**src/rtl/nn_pkg.sv**
```systemverilog
// Shared types for the neuron layer: driver FSM states and neuron activation selection.
package nn_pkg;

  typedef enum logic [1:0] {
    LOADING  = 2'd0,
    STARTING = 2'd1,
    WAITING  = 2'd2,
    DRAINING = 2'd3
  } driver_state;

  typedef enum logic [1:0] {
    ACT_LINEAR  = 2'd0,
    ACT_RELU    = 2'd1,
    ACT_SIGMOID = 2'd2,
    ACT_TANH    = 2'd3
  } activation_type;

endpackage

```
**src/rtl/neuron_driver_if.sv**
```systemverilog
// Stream and neuron-bank signals of one neuron_driver; master is the driver side.
interface neuron_driver_if #(
  parameter int DATA_WIDTH  = 32,
  parameter int NUM_INPUTS  = 16,
  parameter int NUM_NEURONS = 4
);

  logic signed [DATA_WIDTH-1:0] in_data;
  logic                         in_valid;
  logic                         in_ready;

  logic signed [DATA_WIDTH-1:0] neuron_inputs [NUM_INPUTS];
  logic                         neuron_input_ready;
  logic signed [DATA_WIDTH-1:0] neuron_outputs [NUM_NEURONS];
  logic [NUM_NEURONS-1:0]       neuron_output_ready;

  logic signed [DATA_WIDTH-1:0] out_data;
  logic                         out_valid;
  logic                         out_ready;

  modport master (
    input  in_data, in_valid,
    output in_ready,
    output neuron_inputs, neuron_input_ready,
    input  neuron_outputs, neuron_output_ready,
    output out_data, out_valid,
    input  out_ready
  );

  modport slave (
    output in_data, in_valid,
    input  in_ready,
    input  neuron_inputs, neuron_input_ready,
    output neuron_outputs, neuron_output_ready,
    input  out_data, out_valid,
    output out_ready
  );

endinterface

```
**src/rtl/neuron_driver_input_deserializer.sv**
```systemverilog
// Collects NUM_INPUTS stream words into a parallel vector; flags the cycle the last word lands.
module input_deserializer #(
  parameter int DATA_WIDTH = 32,
  parameter int NUM_INPUTS = 16
) (
  input  logic                         clock,
  input  logic                         reset,
  input  logic signed [DATA_WIDTH-1:0] in_data,
  input  logic                         wr_en,
  output logic signed [DATA_WIDTH-1:0] buffer [NUM_INPUTS],
  output logic                         last_word
);

  localparam int              CW       = $clog2(NUM_INPUTS);
  localparam logic [CW-1:0]   LAST_IDX = CW'(NUM_INPUTS - 1);

  logic [CW-1:0] load_count;

  assign last_word = wr_en && (load_count == LAST_IDX);

  // NOTE: the vector is small and drives the neurons directly, so every word is
  // reset to keep the neurons from ever seeing X after reset or an abort.
  always_ff @(posedge clock or negedge reset) begin
    if (!reset) begin
      load_count <= '0;
      for (int i = 0; i < NUM_INPUTS; i++) buffer[i] <= '0;
    end else if (wr_en) begin
      // NOTE: non-blocking so every flop samples pre-edge values regardless of statement order.
      buffer[load_count] <= in_data;
      load_count         <= last_word ? '0 : load_count + 1'b1;
    end
  end

endmodule

```
**src/rtl/neuron_driver.sv**
```systemverilog
// Feeds one input vector to a neuron bank, collects each neuron's result and streams them out.
module neuron_driver
  import nn_pkg::*;
#(
  parameter int DATA_WIDTH     = 32,
  parameter int NUM_INPUTS     = 16,
  parameter int NUM_NEURONS    = 4,
  parameter int TIMEOUT_CYCLES = 1024
) (
  input  logic            clock,
  input  logic            reset,
  neuron_driver_if.master bus,
  output logic            timeout_error,
  output logic            protocol_error
);

  localparam int            DW_IDX = (NUM_NEURONS > 1) ? $clog2(NUM_NEURONS) : 1;
  localparam int            TW     = (TIMEOUT_CYCLES > 1) ? $clog2(TIMEOUT_CYCLES) : 1;
  localparam logic [DW_IDX-1:0] D_LAST = DW_IDX'(NUM_NEURONS - 1);
  localparam logic [TW-1:0]     T_MAX  = TW'(TIMEOUT_CYCLES - 1);

  driver_state                  state;
  logic                         run_q;
  logic                         start_q;
  logic [NUM_NEURONS-1:0]       captured;
  logic [NUM_NEURONS-1:0]       captured_d;
  logic signed [DATA_WIDTH-1:0] results   [NUM_NEURONS];
  logic signed [DATA_WIDTH-1:0] results_d [NUM_NEURONS];
  logic [TW-1:0]                timeout_cnt;
  logic [DW_IDX-1:0]            drain_idx;
  logic signed [DATA_WIDTH-1:0] out_data_q;
  logic signed [DATA_WIDTH-1:0] buffer [NUM_INPUTS];
  logic                         wr_en;
  logic                         last_word;
  logic                         all_done;

  // run_q keeps in_ready low while reset is held even though state already reads LOADING.
  assign bus.in_ready           = (state == LOADING) && run_q;
  assign bus.out_valid          = (state == DRAINING);
  assign bus.out_data           = out_data_q;
  assign bus.neuron_input_ready = start_q;
  assign bus.neuron_inputs      = buffer;

  assign wr_en = bus.in_valid && bus.in_ready;

  input_deserializer #(
    .DATA_WIDTH (DATA_WIDTH),
    .NUM_INPUTS (NUM_INPUTS)
  ) u_deser (
    .clock     (clock),
    .reset     (reset),
    .in_data   (bus.in_data),
    .wr_en     (wr_en),
    .buffer    (buffer),
    .last_word (last_word)
  );

  // Results as they would be after this cycle's pulses, so completion sees same-cycle captures.
  always_comb begin
    // NOTE: every output of a combinational block is assigned on all paths to avoid latches.
    captured_d = captured | bus.neuron_output_ready;
    for (int i = 0; i < NUM_NEURONS; i++)
      results_d[i] = bus.neuron_output_ready[i] ? bus.neuron_outputs[i] : results[i];
  end

  assign all_done = &captured_d;

  always_ff @(posedge clock or negedge reset) begin
    if (!reset) begin
      state          <= LOADING;
      run_q          <= 1'b0;
      start_q        <= 1'b0;
      captured       <= '0;
      timeout_cnt    <= '0;
      drain_idx      <= '0;
      out_data_q     <= '0;
      timeout_error  <= 1'b0;
      protocol_error <= 1'b0;
      for (int i = 0; i < NUM_NEURONS; i++) results[i] <= '0;
    end else begin
      run_q   <= 1'b1;
      start_q <= last_word;

      if (state != WAITING && |bus.neuron_output_ready)
        protocol_error <= 1'b1;

      case (state)
        LOADING: begin
          if (last_word) state <= STARTING;
        end

        STARTING: begin
          captured    <= '0;
          timeout_cnt <= '0;
          for (int i = 0; i < NUM_NEURONS; i++) results[i] <= '0;
          state <= WAITING;
        end

        WAITING: begin
          captured <= captured_d;
          results  <= results_d;
          if (all_done) begin
            out_data_q <= results_d[0];
            drain_idx  <= '0;
            state      <= DRAINING;
          end else if (timeout_cnt == T_MAX) begin
            timeout_error <= 1'b1;
            out_data_q    <= results_d[0];
            drain_idx     <= '0;
            state         <= DRAINING;
          end else begin
            timeout_cnt <= timeout_cnt + 1'b1;
          end
        end

        DRAINING: begin
          if (bus.out_ready) begin
            if (drain_idx == D_LAST) begin
              drain_idx  <= '0;
              out_data_q <= '0;
              state      <= LOADING;
            end else begin
              drain_idx  <= drain_idx + 1'b1;
              out_data_q <= results[drain_idx + 1'b1];
            end
          end
        end

        default: state <= LOADING;
      endcase
    end
  end

endmodule

```
**src/flat_wrapper.sv**
```systemverilog
// flat-port wrapper written by rule: the top's interface ports become plain ports
module neuron_driver_flat import nn_pkg::*;
#(
  parameter int DATA_WIDTH     = 32,
  parameter int NUM_INPUTS     = 16,
  parameter int NUM_NEURONS    = 4,
  parameter int TIMEOUT_CYCLES = 1024
)
  (clock, reset, timeout_error, protocol_error, bus_in_data, bus_in_valid, bus_in_ready, bus_neuron_inputs, bus_neuron_input_ready, bus_neuron_outputs, bus_neuron_output_ready, bus_out_data, bus_out_valid, bus_out_ready);
  neuron_driver_if #(.DATA_WIDTH(DATA_WIDTH), .NUM_INPUTS(NUM_INPUTS), .NUM_NEURONS(NUM_NEURONS)) bus_i ();
  input  logic clock;
  input  logic reset;
  output logic timeout_error;
  output logic protocol_error;
  input wire logic [$bits(bus_i.in_data)-1:0] bus_in_data;
  input wire logic [$bits(bus_i.in_valid)-1:0] bus_in_valid;
  output wire logic [$bits(bus_i.in_ready)-1:0] bus_in_ready;
  output wire logic [$bits(bus_i.neuron_inputs)-1:0] bus_neuron_inputs;
  output wire logic [$bits(bus_i.neuron_input_ready)-1:0] bus_neuron_input_ready;
  input wire logic [$bits(bus_i.neuron_outputs)-1:0] bus_neuron_outputs;
  input wire logic [$bits(bus_i.neuron_output_ready)-1:0] bus_neuron_output_ready;
  output wire logic [$bits(bus_i.out_data)-1:0] bus_out_data;
  output wire logic [$bits(bus_i.out_valid)-1:0] bus_out_valid;
  input wire logic [$bits(bus_i.out_ready)-1:0] bus_out_ready;
  assign bus_i.in_data = bus_in_data;
  assign bus_i.in_valid = bus_in_valid;
  assign bus_in_ready = bus_i.in_ready;
  assign bus_neuron_inputs = {>>{bus_i.neuron_inputs}};
  assign bus_neuron_input_ready = bus_i.neuron_input_ready;
  assign bus_i.neuron_outputs = {>>{bus_neuron_outputs}};
  assign bus_i.neuron_output_ready = bus_neuron_output_ready;
  assign bus_out_data = bus_i.out_data;
  assign bus_out_valid = bus_i.out_valid;
  assign bus_i.out_ready = bus_out_ready;
  neuron_driver #(.DATA_WIDTH(DATA_WIDTH), .NUM_INPUTS(NUM_INPUTS), .NUM_NEURONS(NUM_NEURONS), .TIMEOUT_CYCLES(TIMEOUT_CYCLES)) u_core (.clock(clock), .reset(reset), .bus(bus_i), .timeout_error(timeout_error), .protocol_error(protocol_error));
endmodule
```
**config.mk**
```make
export PLATFORM = sky130hd
export DESIGN_NAME = neuron_driver_flat
export DESIGN_NICKNAME = d
export VERILOG_FILES = /design/src/rtl/nn_pkg.sv /design/src/rtl/neuron_driver_if.sv /design/src/rtl/neuron_driver_input_deserializer.sv /design/src/rtl/neuron_driver.sv /design/src/flat_wrapper.sv
export SDC_FILE = /design/constraint.sdc
export NUM_CORES = 1
export LEC_CHECK = 0
export CAP_MARGIN = 20
export CORE_AREA = 2 2 278 280
export DETAILED_ROUTE_END_ITERATION = 8
export DIE_AREA = 0 0 280 282
export PLACE_DENSITY = 0.68
export SETUP_SLACK_MARGIN = 0.5
export SKIP_CTS_REPAIR_TIMING = 1
export SYNTH_ARGS = -nofsm -noshare
export SYNTH_HDL_FRONTEND = slang
export SYNTH_SLANG_ARGS = --single-unit
```
**constraint.sdc**
```tcl
create_clock -name clock -period 1.9 [get_ports clock]
set_input_delay 0.285 -clock clock [delete_from_list [all_inputs] [get_ports clock]]
set_output_delay 0.285 -clock clock [all_outputs]
set_load 0.01 [all_outputs]
```
# == Word level (Yosys, flattened, before mapping) ==
# Index checks and enable logic that the tools add are counted.
# word_totals
word_cells,105
input_bits,168
out_inout_bits,549
register_bits,698
# classes
bitwise_logic,4
n_reduce_logical,17
mux,32
n_addsub,3
eq_ne,16
magnitude_cmp,3
# op_table
op,n
$bwmux 512,1
$mux 32,11
$pmux 128 s2,1
$demux 32 s4,1
$bmux 32 s2,1
$pmux 32 s2,1
$mux 10,2
$pmux 10 s2,1
$mux 2,9
$ne 2x2->1 const B,6
$add 10x1->10 const B,1
$eq 10x10->1 const B,1
$reduce_and 3->1,3
$pmux 2 s4,1
$pmux 4 s2,1
$reduce_and 4->1,2
$eq 2x2->1 const B,3
$ne 2x1->1 const B,3
$reduce_and 2->1,3
$ge 5x5->1 const B,1
$logic_and 1x1->1,5
$lt 5x1->1 const B,1
$not 4->5,1
$add 4x1->4 const B,1
13 further kinds,14

# == Logic depth before layout (Yosys ltp) ==
# Gate-level depths: netlist (run 1).
# logic_depth
ltp_word,8
mapped_depth,8
mapped_depth_nobuf,6

# == Modules after synthesis ==
# From an unflattened synthesis (run 1), not the netlist that was laid out.
# hier_totals
cells_unflattened,1879
area_unflattened_um2,28138.2
# modules_own_cells
module,instances,cells_per_inst,area_each_um2,seq_area_each_um2
input_deserializer,1,1154,19361.1,12912.4
neuron_driver,1,725,8777.2,4554.4

# == Least setup slack after synthesis (run 1) ==
# OpenSTA, ideal clock, no wires.
# synth_timing
path_kind,register to register
from,reg u_core.state[0]
to,reg u_core.out_data_q[10] (netlist: u_core.bus.out_data[10])
arrival_time_ns,1.930
required_time_ns,1.775
setup_time_ns,0.125
slack_ns,-0.155
period_less_slack_ns,2.055
stages_incl_launch_ff,9
path_buffers,2
path_cell_list,dfrtp_1 -> inv_1 -> ha_1 -> clkbuf_1 -> inv_1 -> o21ai_0 -> a21boi_4 -> buf_12 -> mux2_4
# synth_between
elab_chain_cells,3
# synth_rtl
element,line_no,source
"start, declared",neuron_driver.sv:22,driver_state state;
"start signal, assigned",neuron_driver.sv:70,state <= LOADING;
"start signal, assigned",neuron_driver.sv:89,if (last_word) state <= STARTING;
"start signal, assigned",neuron_driver.sv:96,state <= WAITING;
$eq 2x2->1,neuron_driver.sv:87,case (state)
"$ne 3x1->1 (no line), or another cell as far along",-,
$reduce_and 3->1 (no line),-,
"end signal, assigned",neuron_driver.sv:103,out_data_q <= results_d[0];
"end signal, assigned",neuron_driver.sv:108,out_data_q <= results_d[0];
"end signal, assigned",neuron_driver.sv:124,out_data_q <= results[drain_idx + 1'b1];
"end, declared",neuron_driver.sv:31,logic signed [DATA_WIDTH-1:0] out_data_q;
# Parallel ways exist; a longest one is shown, timed or not.
# A chain may end at the register's enable or synchronous reset.

# == Worst setup path in the final report (run 1) ==
# layout_timing
from,reg u_core.state[0]
to,reg u_core.u_deser.buffer[141] (netlist bit)
# layout_between
elab_chain_cells,3
# layout_rtl
element,line_no,source
$logic_not 2->1,neuron_driver.sv:38,assign bus.in_ready = (state == LOADING) && run_q;
$logic_and 1x1->1,neuron_driver.sv:38,
$logic_and 1x1->1,neuron_driver.sv:44,assign wr_en = bus.in_valid && bus.in_ready;
"end signal, assigned by index",neuron_driver_input_deserializer.sv:29,buffer[load_count] <= in_data;
"end, declared",neuron_driver_input_deserializer.sv:10,"output logic signed [DATA_WIDTH-1:0] buffer [NUM_INPUTS],"
# No other way between the ends.

==> out/results.ini, run 1 <==
[placement]
place.gp.congestion=0.873
post-place-ws_ps=-266
place_area_um2=37900
dpl.hpwl_um=66100
port-buffer-count=716
placed_cells=3508

[route]
ant_nets=0
wl_per_cell_um=27.1
route.detailed.drc=0
vias_per_cell=5.32
finalWirelength_um=100000
num_vias=19655
first_pass_iters=4
drt-initial-drc-count=1276

[global_route]
grt_max_degree=101
grt_pass1_wl_um=137000
gr-total-overflow=0
grt_usage_pct=23.2
antenna_found_initial=3
grt_pass1_vias=20182

[setup_path]
worst-path-buf-inv=3
cp.arrival_ps=2630
worst-path-max-fanout=8
crit_type=register to register
path_cells=inv_2, ha_4, and4_4, buf_4, and3_4, clkbuf_16, mux2_4
required_ps=2400
critical_path.startpoint_type=register
worst_path_dominant_cell_family=simple AND/OR/NAND/NOR gates
cpPeakStageDelay_ps=410
slowest_stage=dfrtp_1
endpoint_kind=register

[finish]
drive_above_1_share_pct=35.3
final_cell_mix=709 x clkdlybuf4s50_1, 697 x dfrtp_1, 390 x mux2_2
layout_commonest_cell=clkdlybuf4s50_1
final_cells=3695
fill_cells=5989
nets=2837
area_growth_pct=49.8
final_area_um2=41700

[logic_synthesis]
syn_inst=1797
synth_nets=1976
synth_seq_area_share_pct=62.7
syn_area_um2=27900
yosys_register_bits=698
synth_compound_area_share_pct=6.06
synthAdderAreaFrac_pct=0.494
synth_edf_count=0
syn_avg_cell_area_um2=15.5
ys_warn_count=0
synth_xor_area_share_pct=0.0314
synth_cell_types=56
synth_top_family_by_area=multiplexers
synth_ff_type=dfrtp_1
synth_mux_area_share_pct=26.2
synthSimpleGateAreaFrac_pct=1.97
synthArstFlopShare_pct=100

[sta]
setup_violations=502
period_needed_ps=2130
period_share_pct=112
whs_ps=185
clock_skew_ps=24.6
worst_pin_slew_ps=528
final_max_slew_viol_count=0
rsz0062_at_grt=yes
hold_violations=0
worst_slew_margin_rel_pct=64.8
setup_ws_ps=-230
max_freq_ghz=0.469

[clock_tree]
numCtsBuffers=76
clk_latency_ps=640
htree_levels=3
clk_pin_slew_worst_paths_ps=60
cts_root_buf=clkbuf_16
clockBufferDepth=3
cts.sinks=698
cts_tree=done

[floorplanning]
rows=101
die_w_um=280
start_util_pct=36.8
boundaryPins=717
core_area_um2=75700
dieArea_um2=79000
die_y_um=282

[power]
internal-power_w=0.0427
power_density_nw_per_um2=1500
cellLeakagePower_nw=19.2
swShare_pct=31.9
peakVddDrop_uv=821
pwr-share-seq_pct=37.0
pwr-share-comb_pct=39.6
clkPwrFrac_pct=23.4
p_switching_w=0.0200

[status]
status=finished, violations left
violations=negative setup slack

[run]
maxCapViolations=0

[min_path]
hp-class=input port to asynchronous set/reset pin

logic make-up after synthesis:
| logic type | after synthesis |
|---|---|
| other | 1 |
| AO/OA/AOI/OAI | 208 |
| AND/OR/NAND/NOR | 112 |
| adder cells (fa/ha/maj) | 11 |
| multiplexers | 610 |
| flip-flops | 698 |
| buffers and inverters | 156 |
| XOR/XNOR | 1 |
power by group through the flow:
| stage | sequential (W) | combinational [W] | clock [W] |
|---|---|---|---|
| 2_1_floorplan | 0.0243 | 0.00961 | 0 |
| 3_3_place_gp | 0.0230 | 0.0233 | 0 |
| 3_5_place_dp | 0.0232 | 0.0238 | 0 |
| 4_1_cts | 0.0230 | 0.0239 | 0.0149 |
| 5_1_grt | 0.0237 | 0.0260 | 0.0155 |
| 6_report | 0.0232 | 0.0248 | 0.0147 |
final cells by class:
class                           instances  area (um2)  share of cell area, %
Timing Repair Buffer                  928        9980                   23.9
Inverter                               11        41.3                 0.0989
Tap cell                              978        1220                   2.93
Antenna cell                            2        5.00                 0.0120
Multi-Input combinational cell        943       10500                   25.3
Sequential cell                       698       17500                   41.9
Clock inverter                         20         223                  0.534
Clock buffer                          115        2260                   5.41
synth_stat cells (2+ instances only):
cell / number / area [um2]
nand4_1: 2 / 12.5
o211ai_1: 4 / 30.0
nand2b_1: 3 / 18.8
o22a_1: 2 / 17.5
o22ai_1: 3 / 18.8
o21ai_0: 37 / 185
ha_1: 11 / 138
and4_1: 2 / 17.5
nor2_1: 9 / 33.8
buf_1: 14 / 52.6
buf_12: 3 / 60.1
mux2_2: 506 / 5700
a22o_1: 97 / 850
o31ai_1: 3 / 22.5
or4_1: 4 / 30.0
nand2_1: 53 / 199
a32o_1: 31 / 310
nor3_1: 3 / 15.0
o221ai_1: 2 / 17.5
mux2_1: 10 / 113
mux2i_1: 32 / 320
inv_1: 11 / 41.3
buf_2: 44 / 220
and2_1: 6 / 37.5
nor2b_1: 4 / 25.0
mux4_2: 32 / 721
clkbuf_1: 83 / 312
mux2_4: 30 / 450
a211oi_1: 2 / 15.0
a21oi_1: 10 / 50.1
dfrtp_1: 698 / 17500
a211o_1: 4 / 35.0
nand3_1: 15 / 75.1
and3_1: 5 / 31.3
through the flow:
| step | total power (W) | setup TNS, ps | util [%] |
|---|---|---|---|
| 3_3_place_gp | 0.0463 | -61040 | 50.1 |
| 3_5_place_dp | 0.0470 | -65550 | 50.1 |
| 2_1_floorplan | 0.0339 | -1200 | - |
| 4_1_cts | 0.0618 | -17510 | 53.4 |
| 6_report | 0.0626 | -46020 | 55.1 |
| 5_1_grt | 0.0653 | -75890 | 55.1 |
flip-flops by register name (all words and copies together) (netlist names):
| signal | count |
|---|---|
| u_core.u_deser.buffer | 512 |
| u_core.results | 128 |
| u_core.bus.out_data | 32 |
| u_core.timeout_cnt | 10 |
| u_core.captured | 4 |
| u_core.u_deser.load_count | 4 |
| u_core.drain_idx | 2 |
| u_core.state | 2 |
| u_core.bus.neuron_input_ready | 1 |
| u_core.protocol_error | 1 |
| u_core.run_q | 1 |
| u_core.timeout_error | 1 |
worst register-to-register path: stages (launching register included):
cell and delay, ps:
dfrtp_1 410, inv_2 110, ha_4 210, and4_4 300
buf_4 130, and3_4 300, clkbuf_16 230, mux2_4 310
metal layers:
metal / vias to the layer above / global-route usage (%) / wire [um]
met5: - / 0 / 0
met4: 0 / 7.84 / 3260
met3: 152 / 5.62 / 6730
met2: 777 / 39.5 / 50700
met1: 10411 / 28.9 / 39500
li1: 8315 / - / -
path summary, 6_finish.rpt:
kind	from	slack, ps	depth (start not counted)	to
worst min register to register	u_core.timeout_error	470	1	u_core.timeout_error
worst max-delay path	u_core.state[0]	-230	7	u_core.u_deser.buffer[141]
max in group asynchronous	reset	820	3	u_core.u_deser.buffer[360]
worst max register to register	u_core.state[0]	-230	7	u_core.u_deser.buffer[141]
worst min-delay path	reset	190	2	u_core.results[66]
min in group clock	bus_neuron_outputs[0]	260	2	u_core.results[0]
Note: power is estimated with default switching activity, not from simulation.
==> inputs of run 2 (changes only) <==
- REMOVE_ABC_BUFFERS: unset -> 1
==> run 2 against run 1 <==
- non-clock buffer count fell by 5
- largest power group unchanged
- clock power up 6%
- sequential cell count unchanged
- hold slack better by 47 ps
- critical endpoint is now u_core.u_deser.buffer[231]
- total power increased by 2.2%
- clock skew increased by 2.2 ps
- die area stayed put
- the flow still finishes with violations (negative setup slack)
- register-to-register slack better by 110 ps
- largest cell class unchanged
==> out/results.ini, run 2 (synthesis gave the netlist of run 1 again) <==
[global_route]
grt_pass1_vias=20962  ; was 20182
grt_max_degree=104  ; was 101
grt_pass1_wl_um=148000  ; was 137000 um
antenna_found_initial=3  ; unchanged
grt_usage_pct=25.5  ; was 23.2%
gr-total-overflow=0  ; unchanged

[sta]
worst_slew_margin_rel_pct=48.5  ; was 64.8%
whs_ps=233  ; was 185 ps
worst_pin_slew_ps=771  ; was 528 ps
max_freq_ghz=0.494  ; was 0.469 GHz
rsz0062_at_grt=yes  ; unchanged
fin_tns_setup_ps=-15020  ; was -46020 ps
clock_skew_ps=26.8  ; was 24.6 ps
period_needed_ps=2020  ; was 2130 ps
setup_violations=357  ; was 502
hold_violations=0  ; unchanged
final_max_slew_viol_count=0  ; unchanged
period_share_pct=107  ; was 112%
setup_ws_ps=-124  ; was -230 ps

[route]
wl_per_cell_um=29.1  ; was 27.1 um
drt-initial-drc-count=1329  ; was 1276
first_pass_iters=5  ; was 4
route.detailed.drc=0  ; unchanged
ant_nets=0  ; unchanged
num_vias=19659  ; was 19655
finalWirelength_um=108000  ; was 100000 um
vias_per_cell=5.31  ; was 5.32

[power]
cellLeakagePower_nw=19.1  ; was 19.2 nW
power_density_nw_per_um2=1550  ; was 1500 nW/um2
peakVddDrop_uv=945  ; was 821 uV

[placement]
port-buffer-count=716  ; unchanged
dpl.hpwl_um=71500  ; was 66100 um
place.gp.congestion=0.862  ; was 0.873
post-place-ws_ps=-295  ; was -266 ps
place_area_um2=37700  ; was 37900 um2

[setup_path]
worst-path-max-fanout=12  ; was 8
required_ps=2400  ; about the same
crit_type=register to register  ; unchanged
critical_path.startpoint_type=register  ; unchanged
cp.arrival_ps=2530  ; was 2630 ps
endpoint_kind=register  ; unchanged

[finish]
multi_input_area_um2=10100  ; was 10500 um2
nets=2835  ; was 2837
seqCellArea_um2=17500  ; unchanged
layout_commonest_cell=clkdlybuf4s50_1  ; unchanged
regMostFlops=u_core.u_deser.buffer  ; unchanged
final_cell_mix=712 x clkdlybuf4s50_1, 697 x dfrtp_1, 488 x mux2_2  ; was 709 x clkdlybuf4s50_1, 697 x dfrtp_1, 390 x mux2_2
fill_cells=6057  ; was 5989
largest_reg_flops=512  ; unchanged
drive_above_1_share_pct=35.2  ; was 35.3%
final_area_um2=41400  ; was 41700 um2
area_growth_pct=48.6  ; was 49.8%

[clock_tree]
cts_root_buf=clkbuf_16  ; unchanged
htree_levels=3  ; unchanged
clockBufferDepth=3  ; unchanged
cts.sinks=698  ; unchanged
cts_tree=done  ; unchanged
numCtsBuffers=79  ; was 76
clk_pin_slew_worst_paths_ps=60  ; about the same
clk_latency_ps=640  ; about the same

[floorplanning]
rows=101  ; unchanged
die_w_um=280  ; unchanged
die_y_um=282  ; unchanged
boundaryPins=717  ; unchanged
start_util_pct=36.8  ; unchanged
core_area_um2=75700  ; unchanged
dieArea_um2=79000  ; unchanged

[min_path]
hp-class=input port to asynchronous set/reset pin  ; unchanged

[status]
status=finished, violations left  ; unchanged
violations=negative setup slack  ; unchanged

[run]
maxCapViolations=0  ; unchanged

[run 2: report_power, final]
part,internal (W),leakage [nW],switching (W)
registers,0.0199,9.31,0.00312
logic,0.0142,8.48,0.0112
clock network,0.00907,1.31,0.00653
[run 2: worst max-delay path, cell delays in order (launching register included)]
cell and delay, ps:
dfrtp_1 420, inv_1 160, ha_2 390, and3_4 360, clkbuf_16 230, mux2_2 340
[run 2: stage by stage]
stage,cells,total power (W),utilization [%]
2_1_floorplan,1652,0.0327,-
3_3_place_gp,3520,0.0471,49.7
6_report,3700,0.0640,54.7
3_5_place_dp,3520,0.0476,49.7
4_1_cts,3664,0.0635,53.3
5_1_grt,3699,0.0666,54.7
[run 2: cell type report]
class                      count  share of cell area (%)
antenna                        3                  0.0181
clock buffer                 115                    5.56
clock inverter                29                   0.895
inverter                      11                  0.0998
multi-input combinational    943                    24.3
sequential                   698                    42.2
tap                          978                    2.96
timing repair buffer         923                    24.0
[run 2: routing by layer]
| layer | track usage [%] | vias to the layer above | wire length, um |
|---|---|---|---|
| li1 | - | 8307 | - |
| met1 | 31.2 | 10333 | 42800 |
| met2 | 41.7 | 830 | 51500 |
| met3 | 9.05 | 185 | 9710 |
| met4 | 9.30 | 4 | 3580 |
| met5 | 0 | - | 27 |
[run 2: final timing paths]
kind | from | end | slack [ps] | cells after the start
max | u_core.u_deser.load_count[0] | u_core.u_deser.buffer[231] | -120 | 5
min | reset | u_core.u_deser.buffer[440] | 230 | 2
max reg2reg | u_core.u_deser.load_count[0] | u_core.u_deser.buffer[231] | -120 | 5
min reg2reg | u_core.timeout_error | u_core.timeout_error | 470 | 1
max in group asynchronous | reset | u_core.state[1] | 690 | 3
min in group clock | bus_neuron_outputs[92] | u_core.results[92] | 280 | 2
